[config.mk]
export PLATFORM = sky130hd
export DESIGN_NAME = pipe_add
export DESIGN_NICKNAME = d
export VERILOG_FILES = /design/src/rtl/pipe_add_pkg.sv /design/src/rtl/pipe_add_add_seg.sv /design/src/rtl/pipe_add.sv
export SDC_FILE = /design/constraint.sdc
export NUM_CORES = 1
export LEC_CHECK = 0
export ABC_CLOCK_PERIOD_IN_PS = 4400
export CELL_PAD_IN_SITES_DETAIL_PLACEMENT = 1
export CELL_PAD_IN_SITES_GLOBAL_PLACEMENT = 2
export CORE_MARGIN = 5
export CORE_UTILIZATION = 36
export DETAILED_ROUTE_END_ITERATION = 10
export GPL_ROUTABILITY_DRIVEN = 0
export PLACE_DENSITY_LB_ADDON = 0.25
export REMOVE_ABC_BUFFERS = 1
export SLEW_MARGIN = 5
export SYNTH_ARGS = -nofsm -noshare
export SYNTH_HDL_FRONTEND = slang
export SYNTH_HIERARCHICAL = 1
export SYNTH_SLANG_ARGS = --single-unit
[constraint.sdc]
create_clock -name clk -period 4.4 [get_ports clk]
set_input_delay 1.32 -clock clk [delete_from_list [all_inputs] [get_ports clk]]
set_output_delay 1.32 -clock clk [all_outputs]
set_load 0.03 [all_outputs]
[src/rtl/pipe_add_pkg.sv]
// Shared defaults for the segmented pipelined adder/subtractor.
// Holds default geometry and the stage-0 carry-in rule.
package pipe_add_pkg;

  localparam int DEF_WIDTH  = 32;
  localparam int DEF_STAGES = 4;

  // Subtract forces carry-in to 1 (A + ~B + 1); add passes cin through.
  function automatic logic first_cin(
    input logic sub,
    input logic cin
  );
    return sub | cin;
  endfunction

endpackage

[src/rtl/pipe_add_add_seg.sv]
// Combinational SEG-bit ripple segment adder for pipe_add.
// c_msb_in is the carry entering the segment MSB (signed overflow).
module add_seg
  import pipe_add_pkg::*;
#(
  parameter int SEG = 8
) (
  input  logic [SEG-1:0] a,
  input  logic [SEG-1:0] b,
  input  logic           cin,
  output logic [SEG-1:0] sum,
  output logic           cout,
  output logic           c_msb_in
);

  assign {cout, sum} = {1'b0, a} + {1'b0, b} + {{SEG{1'b0}}, cin};

  // sum bit = a ^ b ^ carry-in, so the MSB carry-in falls out for free.
  assign c_msb_in = sum[SEG-1] ^ a[SEG-1] ^ b[SEG-1];

endmodule

[src/rtl/pipe_add.sv]
// Pipelined add/sub: WIDTH split into STAGES segments, carry registered.
// Optional signed-overflow output enabled by PIPE_ADD_OVF_EN.
module pipe_add
  import pipe_add_pkg::*;
#(
  parameter int WIDTH  = DEF_WIDTH,
  parameter int STAGES = DEF_STAGES
) (
  input  logic             clk,
  input  logic             rst,
  input  logic             in_valid,
  output logic             in_ready,
  input  logic [WIDTH-1:0] in_a,
  input  logic [WIDTH-1:0] in_b,
  input  logic             in_cin,
  input  logic             in_sub,
  output logic             out_valid,
  input  logic             out_ready,
  output logic [WIDTH-1:0] out_sum,
  output logic             out_cout
`ifdef PIPE_ADD_OVF_EN
  ,
  output logic             out_ovf
`endif
);

  localparam int SEG = WIDTH / STAGES;

  logic [STAGES:0]   adv;
  logic [STAGES-1:0] v;
  logic [WIDTH-1:0]  bx;

  assign bx = in_sub ? ~in_b : in_b;

  // An empty stage always advances, so bubbles collapse under stall.
  always_comb begin
    adv[STAGES] = out_ready;
    for (int k = STAGES - 1; k >= 0; k--) begin
      adv[k] = !v[k] || adv[k+1];
    end
  end

  assign in_ready = adv[0] && !rst;

  for (genvar k = 0; k < STAGES; k++) begin : g_st
    localparam int FW = WIDTH - k * SEG;

    logic [FW-1:0]        fa;
    logic [FW-1:0]        fb;
    logic [SEG-1:0]       ss;
    logic [(k+1)*SEG-1:0] sum;
    logic [(k+1)*SEG-1:0] sum_d;
    logic                 ci;
    logic                 co;
    logic                 cm;
    logic                 c;
    logic                 vin;
    logic                 unused_cm;

    assign unused_cm = cm;

    if (k == 0) begin : g_feed
      assign fa    = in_a;
      assign fb    = bx;
      assign ci    = first_cin(in_sub, in_cin);
      assign vin   = in_valid;
      assign sum_d = ss;
    end else begin : g_feed
      assign fa    = g_st[k-1].g_op.a;
      assign fb    = g_st[k-1].g_op.b;
      assign ci    = g_st[k-1].c;
      assign vin   = v[k-1];
      assign sum_d = {ss, g_st[k-1].sum};
    end

    add_seg #(
      .SEG(SEG)
    ) u_seg (
      .a        (fa[SEG-1:0]),
      .b        (fb[SEG-1:0]),
      .cin      (ci),
      .sum      (ss),
      .cout     (co),
      .c_msb_in (cm)
    );

    always_ff @(posedge clk) begin
      if (rst) begin
        v[k] <= 1'b0;
        sum  <= '0;
        c    <= 1'b0;
      end else if (adv[k]) begin
        v[k] <= vin;
        sum  <= sum_d;
        c    <= co;
      end
    end

    // Operand skew: carry forward only the segments not yet consumed.
    if (FW > SEG) begin : g_op
      logic [FW-SEG-1:0] a;
      logic [FW-SEG-1:0] b;

      always_ff @(posedge clk) begin
        if (adv[k]) begin
          a <= fa[FW-1:SEG];
          b <= fb[FW-1:SEG];
        end
      end
    end
  end

  assign out_valid = v[STAGES-1];
  assign out_sum   = g_st[STAGES-1].sum;
  assign out_cout  = g_st[STAGES-1].c;

`ifdef PIPE_ADD_OVF_EN
  always_ff @(posedge clk) begin
    if (rst) begin
      out_ovf <= 1'b0;
    end else if (adv[STAGES-1]) begin
      out_ovf <= g_st[STAGES-1].cm ^ g_st[STAGES-1].co;
    end
  end
`endif

endmodule
==> reports/metrics.cfg <==
[sta]
slew_violations = 0
hold_slack_ns = 0.4148
final.setup.tns_ns = 0
worst_slew_pin_slew_ns = 0.7923
min_period_over_period_pct = 95.88
finalHoldViolations = 0
fin_crit_ns = 4.219
setup_viol = 0
rsz0062_at_grt = no
max-slew-margin-rel_pct = 47.18
max_freq_ghz = 0.2370
skew_ns = 0.01073
timing.final.ws_setup_ns = 0.1812

[die]
io_pins = 105
die_y_microns = 156.5
dieArea_sq_um = 24490
start_util_pct = 36.64
die_w_microns = 156.5
coreArea_sq_um = 21090
rows = 53

[power]
peakVddDrop_mv = 0.2520
p_leak_nw = 3.590
power_density_nw_per_um2 = 446.5

[worst_setup_path]
worst_setup_path_start_kind = input pin
endpoint_kind = primary output
crit_type = in2out
crit_fanout = 4
cp.arrival_ns = 2.90
critPathRequiredTime_ns = 3.08

[final_layout]
final_nets = 892
layout_common_cells = 153 x nand2_1, 102 x clkdlybuf4s50_1, 96 x edfxtp_1
fin_area_sq_um = 9584
final_common_cell = nand2_1
drive_gt1_share_pct = 9.637
layoutNonFillerInstCount = 1074
area_growth_pct = 24.05
diodes = 0

[outcome]
status = completed

[cts]
ctsResizeCount = 0
clockBufferDepth = 2
cts_buffers = 17
cts_hold_buf = 0
clkTransAtPathRegs_ns = 0.07
root_buffer = clkbuf_16
cts_max_level = 4
clk-insertion-delay-late_ns = 0.42
cts_tree = yes
clock-sinks = 184
postCtsSetupBuffers = 0

[global_route]
antenna_found_initial = 0
grt_pass1_wl_microns = 28150
grtUsageTotal_pct = 14.41
grt_pass1_vias = 5575
grt_max_degree = 70
grt_overflow_total = 0

[route]
first_pass_iters = 4
drt_iter0_markers = 212
drc = 0
vias_per_cell = 4.882
wirelength_microns = 16940
vias = 5243
ant_nets = 0
routedWlPerCell_microns = 15.77

[yosys]
yosysWarnings = 6
syn_area_sq_um = 7726
syn-instance-count = 684
syn-mean-instance-area_sq_um = 11.30

[worst_hold_path]
hold_class = reg2reg

[placed_design]
placed_cells = 1042
port_buffers = 104
post-place-ws_ns = 0.1799
placed_cell_area_sq_um = 8984
hpwl_microns = 12080

[flow_run]
drv_cap = 0

## worst paths after layout
check                                         from                end  slack [ns]  cells after the start
worst min register to register  g_st[1].g_op.a[12]  g_st[2].g_op.a[4]        0.41                      0
worst min-delay path            g_st[1].g_op.a[12]  g_st[2].g_op.a[4]        0.41                      0
worst max register to register   g_st[1].g_op.a[0]          g_st[2].c        1.72                      8
worst max-delay path                     out_ready           in_ready        0.18                      4
## state kept, by name, indices dropped and copies added (netlist names)
name / count
g_st.vin: 3
g_st.c: 3
out_sum: 32
out_cout: 1
g_st.sum: 48
g_st.g_op.b: 48
out_valid: 1
g_st.g_op.a: 48
## worst max-delay path, stage by stage
cell	delay (ns)
clkdlybuf4s50_1	0.51
and4b_1	0.23
a21oi_1	0.16
clkdlybuf4s50_1	0.69
## layout make-up
type                       count  area (sq um)
sequential                   184          4644
clock buffer                  19         432.9
inverter                      16         65.06
tap                          275         344.1
timing repair buffer         116          1124
multi-input combinational    451          2806
clock inverter                13         167.7
fill                        2277         11500
## power breakdown
part           total (mW)  switching [mW]  leakage [nW]  internal [mW]
Combinational       0.675           0.359          1.56          0.316
Clock                1.55           0.653         0.289          0.901
Sequential           2.05          0.0764          1.74           1.97
Total                4.28            1.09          3.59           3.19
## routing by layer
metal  GRT usage [%]  vias to the layer above  share of wire, %
met5               0                        -                 0
met1           17.88                     2555                45
li1                -                     2599                 -
met2           25.35                       76                51
met3           3.263                       13               2.7
met4           3.843                        0               1.1
## per-stage QoR
step,util [%],total power [mW]
3_3_place_gp,42.60,2.737
5_1_grt,45.45,4.506
6_report,45.45,4.280
2_1_floorplan,-,2.502
4_1_cts,45.45,4.334
3_5_place_dp,42.60,2.768
No activity file was read; power rests on OpenSTA's default activity.
